File: config.mk
export PLATFORM = sky130hd
export DESIGN_NAME = boot_loader_flat
export DESIGN_NICKNAME = d
export VERILOG_FILES = /design/src/rtl/boot_loader_if.sv /design/src/rtl/boot_loader.sv /design/src/flat_wrapper.sv
export SDC_FILE = /design/constraint.sdc
export NUM_CORES = 1
export LEC_CHECK = 0
export CORE_UTILIZATION = 40
export CTS_CLUSTER_DIAMETER = 60
export CTS_CLUSTER_SIZE = 24
export DETAILED_ROUTE_END_ITERATION = 7
export PLACE_DENSITY = 0.74
export RECOVER_POWER = 25
export SLEW_MARGIN = 20
export SYNTH_ARGS = -nofsm -noshare
export SYNTH_HDL_FRONTEND = slang
export SYNTH_SLANG_ARGS = --single-unit
File: constraint.sdc
create_clock -name clk -period 2.7 [get_ports clk]
set_clock_uncertainty 0.1 [all_clocks]
set_input_delay 0.54 -clock clk [delete_from_list [all_inputs] [get_ports clk]]
set_output_delay 0.54 -clock clk [all_outputs]
set_load 0.1 [all_outputs]
File: src/rtl/boot_loader_if.sv
// Bus bundle for the boot image copier: ROM read port and memory write port.
interface boot_loader_if #(
    parameter int unsigned ROM_AW = 8
);
    logic              rom_en;
    logic [ROM_AW-1:0] rom_addr;
    logic [31:0]       rom_data;
    logic              mem_wreq;
    logic [31:0]       mem_waddr;
    logic [31:0]       mem_wdata;
    logic [3:0]        mem_wstrb;
    logic              mem_wack;

    // The copier drives the ROM strobe/address and the memory write request.
    modport master (
        output rom_en, rom_addr, mem_wreq, mem_waddr, mem_wdata, mem_wstrb,
        input  rom_data, mem_wack
    );

    // ROM and memory side.
    modport slave (
        input  rom_en, rom_addr, mem_wreq, mem_waddr, mem_wdata, mem_wstrb,
        output rom_data, mem_wack
    );
endinterface

File: src/rtl/boot_loader.sv
// Boot-time image copier: holds the core in reset, copies IMG_WORDS words
// from the boot ROM to memory starting at BASE_ADDR, then releases the core.
// A write that is not acknowledged within TIMEOUT cycles parks the block in
// a sticky error state with the core still held in reset.
module boot_loader #(
    parameter int unsigned IMG_WORDS = 256,
    parameter int unsigned ROM_AW    = 8,
    parameter logic [31:0] BASE_ADDR = 32'h8000_0000,
    parameter int unsigned TIMEOUT   = 1024
) (
    input  logic          clk,
    input  logic          global_rst_n,
    output logic          init_rst,
    output logic          done,
    output logic          err,
    boot_loader_if.master bus
);
    localparam int unsigned   IW       = ROM_AW + 1;
    localparam int unsigned   TW       = (TIMEOUT > 1) ? $clog2(TIMEOUT) : 1;
    localparam logic [IW-1:0] LAST_IDX = IW'(IMG_WORDS - 1);
    localparam logic [TW-1:0] LAST_CNT = TW'(TIMEOUT - 1);

    typedef enum logic [2:0] {
        IDLE  = 3'd0,
        READ  = 3'd1,
        LATCH = 3'd2,
        WRITE = 3'd3,
        DONE  = 3'd4,
        ERR   = 3'd5
    } state_t;

    state_t        state_q, state_d;
    logic [IW-1:0] idx_q, idx_d;
    logic [TW-1:0] cnt_q, cnt_d;
    logic [31:0]   waddr_q, waddr_d;
    logic [31:0]   wdata_q, wdata_d;
    logic [3:0]    wstrb_q, wstrb_d;
    logic          rom_en_q, rom_en_d;
    logic          wreq_q, wreq_d;
    logic          init_rst_q, init_rst_d;
    logic          done_q, done_d;
    logic          err_q, err_d;

    // Byte offset of a word index; the add to BASE_ADDR wraps modulo 2^32.
    function automatic logic [31:0] word_offset(input logic [IW-1:0] idx);
        return 32'({idx, 2'b00});
    endfunction

    // Next-state logic; bus outputs are decoded from the next state so that
    // the registered strobes line up with the state they belong to.
    always_comb begin
        state_d = state_q;
        idx_d   = idx_q;
        cnt_d   = cnt_q;
        waddr_d = waddr_q;
        wdata_d = wdata_q;
        case (state_q)
            IDLE:  state_d = READ;
            READ:  state_d = LATCH;
            LATCH: begin
                wdata_d = bus.rom_data;
                waddr_d = BASE_ADDR + word_offset(idx_q);
                cnt_d   = '0;
                state_d = WRITE;
            end
            WRITE: begin
                if (bus.mem_wack) begin
                    if (idx_q == LAST_IDX) begin
                        state_d = DONE;
                    end else begin
                        idx_d   = idx_q + IW'(1);
                        state_d = READ;
                    end
                end else if (cnt_q == LAST_CNT) begin
                    state_d = ERR;
                end else begin
                    cnt_d = cnt_q + TW'(1);
                end
            end
            DONE:    state_d = DONE;
            ERR:     state_d = ERR;
            default: state_d = IDLE;
        endcase
        rom_en_d   = (state_d == READ);
        wreq_d     = (state_d == WRITE);
        wstrb_d    = wreq_d ? 4'hF : 4'h0;
        init_rst_d = (state_d != DONE);
        done_d     = (state_d == DONE);
        err_d      = (state_d == ERR);
    end

    // State, datapath and output registers; reset aborts any copy in flight.
    always_ff @(posedge clk or negedge global_rst_n) begin
        if (!global_rst_n) begin
            state_q    <= IDLE;
            idx_q      <= '0;
            cnt_q      <= '0;
            waddr_q    <= 32'h0000_0000;
            wdata_q    <= 32'h0000_0000;
            wstrb_q    <= 4'h0;
            rom_en_q   <= 1'b0;
            wreq_q     <= 1'b0;
            init_rst_q <= 1'b1;
            done_q     <= 1'b0;
            err_q      <= 1'b0;
        end else begin
            state_q    <= state_d;
            idx_q      <= idx_d;
            cnt_q      <= cnt_d;
            waddr_q    <= waddr_d;
            wdata_q    <= wdata_d;
            wstrb_q    <= wstrb_d;
            rom_en_q   <= rom_en_d;
            wreq_q     <= wreq_d;
            init_rst_q <= init_rst_d;
            done_q     <= done_d;
            err_q      <= err_d;
        end
    end

    assign bus.rom_en    = rom_en_q;
    assign bus.rom_addr  = idx_q[ROM_AW-1:0];
    assign bus.mem_wreq  = wreq_q;
    assign bus.mem_waddr = waddr_q;
    assign bus.mem_wdata = wdata_q;
    assign bus.mem_wstrb = wstrb_q;
    assign init_rst      = init_rst_q;
    assign done          = done_q;
    assign err           = err_q;
endmodule

File: src/flat_wrapper.sv
// flat-port wrapper written by rule: the top's interface ports become plain ports
module boot_loader_flat 
#(
    parameter int unsigned IMG_WORDS = 256,
    parameter int unsigned ROM_AW    = 8,
    parameter logic [31:0] BASE_ADDR = 32'h8000_0000,
    parameter int unsigned TIMEOUT   = 1024
)
  (clk, global_rst_n, init_rst, done, err, bus_rom_en, bus_rom_addr, bus_mem_wreq, bus_mem_waddr, bus_mem_wdata, bus_mem_wstrb, bus_rom_data, bus_mem_wack);
  boot_loader_if #(.ROM_AW(ROM_AW)) bus_i ();
  input  logic clk;
  input  logic global_rst_n;
  output logic init_rst;
  output logic done;
  output logic err;
  output wire logic [$bits(bus_i.rom_en)-1:0] bus_rom_en;
  output wire logic [$bits(bus_i.rom_addr)-1:0] bus_rom_addr;
  output wire logic [$bits(bus_i.mem_wreq)-1:0] bus_mem_wreq;
  output wire logic [$bits(bus_i.mem_waddr)-1:0] bus_mem_waddr;
  output wire logic [$bits(bus_i.mem_wdata)-1:0] bus_mem_wdata;
  output wire logic [$bits(bus_i.mem_wstrb)-1:0] bus_mem_wstrb;
  input wire logic [$bits(bus_i.rom_data)-1:0] bus_rom_data;
  input wire logic [$bits(bus_i.mem_wack)-1:0] bus_mem_wack;
  assign bus_rom_en = bus_i.rom_en;
  assign bus_rom_addr = bus_i.rom_addr;
  assign bus_mem_wreq = bus_i.mem_wreq;
  assign bus_mem_waddr = bus_i.mem_waddr;
  assign bus_mem_wdata = bus_i.mem_wdata;
  assign bus_mem_wstrb = bus_i.mem_wstrb;
  assign bus_i.rom_data = bus_rom_data;
  assign bus_i.mem_wack = bus_mem_wack;
  boot_loader #(.IMG_WORDS(IMG_WORDS), .ROM_AW(ROM_AW), .BASE_ADDR(BASE_ADDR), .TIMEOUT(TIMEOUT)) u_core (.clk(clk), .global_rst_n(global_rst_n), .init_rst(init_rst), .done(done), .err(err), .bus(bus_i));
endmodule
==> impl_metrics.tcl <==
set metrics [dict create \
    design.core.area_um2 7690 \
    fp.dieH_um 91.0 \
    final_common_cell "nand2_1" \
    ioPinCount 116 \
    final_net_count 464 \
    layout-drive-gt1-share_pct 21.3 \
    grt_pass1_vias 2520 \
    final-seq-area_um2 1730 \
    hold_crit_path_type "in2async" \
    yosys_most_used_dff "dfrtp_1" \
    clockRootBuffer "clkbuf_8" \
    timing.critical_path.max_delay_family "simple AND/OR/NAND/NOR gates" \
    multi_input_area_um2 1180 \
    drc_errors 0 \
    dp_hpwl_um 4720 \
    die_w_um 91.0 \
    htree_num_levels 3 \
    numPortBuffers 93 \
    synthesis.yosys.warnings 0 \
    max_slew.worst_pin.slew_ns 1.31 \
    synth_cell_types 42 \
    required_ns 2.83 \
    final_cell_mix "nand2_1, dfrtp_1, buf_4" \
    post_drt_via_cell_ratio 4.74 \
    clock_sink_count 69 \
    num-fill-cells 767 \
    track_usage_pct 18.2 \
    unrepaired_setup_endpoints_after_global_routing "no" \
    num_vias 2529 \
    crit_path_end_kind "register" \
    start_util_pct 41.2 \
    cts_post_setup_buffers_inserted 0 \
    synth.ff_latch_count 69 \
    worst_r2r_path_depth 8 \
    die_area_um2 8280 \
    tritoncts "built" \
    drtIter0Drc 88 \
    cts_hold_buffers 0 \
    post-place-ws_ns 0.400 \
    cap_viol_max_count 0 \
    critical_path_buf_inv_count 1 \
    post_cts_resize_count 0 \
    finalWirelength_um 6980 \
    post-route-util_pct 54.1 \
    synthesized_instance_count 344 \
    place_congestion 0.759 \
    netlist_area_um2 3170 \
    clock_period_minus_final_worst_setup_slack_ns 2.10 \
    antenna_violating_nets_post_route 0 \
    synthesis.area_per_instance_um2 9.21 \
    synth_edf_count 0 \
    crit_fanout 7 \
    max_freq_ghz 0.475 \
    critical_path_class "reg2reg" \
    finalHoldViolations 0 \
    grt_start_max_net_pins 31 \
    post-route-period-util_pct 77.9 \
    antenna_violations_before_repair 0 \
    routedWlPerCell_um 13.1 \
    clk_pin_slew_worst_paths_ns 0.08 \
    numCtsBuffers 9 \
    area_growth_pct 31.3 \
    placement_row_count 32 \
    slew_headroom_pct 12.9 \
    critical_path_arrival_ns 2.23 \
    worst_slack_ns 0.596 \
    grt_pass1_wl_um 12000 \
    insertion_delay_ns 0.34 \
    first_pass_iters 4 \
    timing.critical_path.slowest_stage_cell "dfrtp_1" \
    critical_path_depth 8 \
    fin_setup_tns_ns 0 \
    setup_viol 0 \
    critPathLaunchType "register" \
    timing.final.max_slew_violations 0 \
    insertedDiodeCount 0 \
    synth_sequential_area_ratio_pct 54.5 \
    crit_path_cell_trace "ha_1 -> nand3_1 -> nor2_1 -> ha_1 -> nor2b_1 -> nor2b_1 -> buf_4 -> mux2_2" \
    synth-async-reset-ratio_pct 100 \
    cts.path.max_buffers 2 \
    cp_slowest_stage_delay_ns 0.43 \
    grt_overflow 0 \
    outcome "complete, no violations" \
]
## cell usage after synthesis, types with 2 or more instances
| cell type | number | area, µm² |
|---|---|---|
| and3_1 | 3 | 18.8 |
| o21ai_0 | 4 | 20.0 |
| ha_1 | 3 | 37.5 |
| clkbuf_1 | 11 | 41.3 |
| o41ai_1 | 2 | 17.5 |
| or4_1 | 2 | 15.0 |
| nand2b_1 | 3 | 18.8 |
| xnor2_1 | 5 | 43.8 |
| buf_6 | 2 | 22.5 |
| nor2_1 | 5 | 18.8 |
| o31ai_1 | 2 | 15.0 |
| buf_2 | 2 | 10.0 |
| inv_1 | 3 | 11.3 |
| buf_4 | 34 | 255 |
| a21oi_1 | 10 | 50.1 |
| nand3_1 | 11 | 55.1 |
| nor2b_1 | 4 | 25.0 |
| and4_1 | 2 | 17.5 |
| mux2i_1 | 2 | 20.0 |
| or2_2 | 3 | 18.8 |
| or3_1 | 2 | 12.5 |
| dfrtp_1 | 68 | 1700 |
| nand2_1 | 135 | 507 |
| o22ai_1 | 2 | 12.5 |
| xor2_1 | 2 | 17.5 |
| o211ai_1 | 2 | 15.0 |
| nand4_1 | 5 | 31.3 |
## final timing paths
check	startpoint	to	slack [ns]
max	u_core.idx_q[0]$_DFFE_PN0P_	u_core.idx_q[1]$_DFFE_PN0P_	0.60
min	global_rst_n	u_core.done$_DFF_PN0_	0.37
max reg2reg	u_core.idx_q[0]$_DFFE_PN0P_	u_core.idx_q[1]$_DFFE_PN0P_	0.60
min reg2reg	u_core.bus.mem_wdata[24]$_DFFE_PN0P_	u_core.bus.mem_wdata[24]$_DFFE_PN0P_	0.38
max in group asynchronous	global_rst_n	u_core.bus.mem_waddr[7]$_DFFE_PN0P_	0.76
min in group clk	u_core.bus.mem_wdata[24]$_DFFE_PN0P_	u_core.bus.mem_wdata[24]$_DFFE_PN0P_	0.38
## layout make-up
class	instances	share of cell area, %
Inverter	3	0.271
Clock buffer	10	3.31
Sequential cell	69	41.5
Tap cell	102	3.07
Multi-Input combinational cell	243	28.4
Clock inverter	6	3.22
Timing Repair Buffer	100	20.2
## cells by family after synthesis
family	count (synthesis)	synth area share, %
compound gates	30	6.28
flops	69	54.5
mux	3	0.987
other cells	1	0.118
fa+ha+maj	3	1.18
xor+xnor	7	1.93
simple gates	178	24.1
buf+inv	53	10.9
## registers in the layout, summed over array words and instances (netlist names)
register and count:
u_core.bus.mem_waddr 10, u_core.bus.mem_wdata 32, u_core.bus.mem_wstrb 1, u_core.bus.rom_en 1, u_core.cnt_q 10, u_core.done 1
u_core.err 1, u_core.idx_q 9, u_core.init_rst 1, u_core.state_q 3
## metrics by stage
| step | cells | area, µm² | hold slack [ns] |
|---|---|---|---|
| floorplan | 365 | 3250 | 0.144 |
| global placement | 517 | 3890 | 0.356 |
| detailed placement | 517 | 3890 | 0.363 |
| CTS | 533 | 4160 | 0.0893 |
| global route | 533 | 4160 | 0.394 |
| finish | 533 | 4160 | 0.368 |
## metal layers
layer / part of all wire (%) / vias up / GRT usage [%]
met2: 50 / 76 / 30.2
met4: 1.1 / 0 / 9.13
met5: 0 / - / 0
met1: 43 / 1218 / 21.9
li1: - / 1226 / -
met3: 5.6 / 9 / 4.77
Power is left out: the tool's default activity adds up to more than one toggle a clock period on the data nets, which glitch-free logic cannot reach.
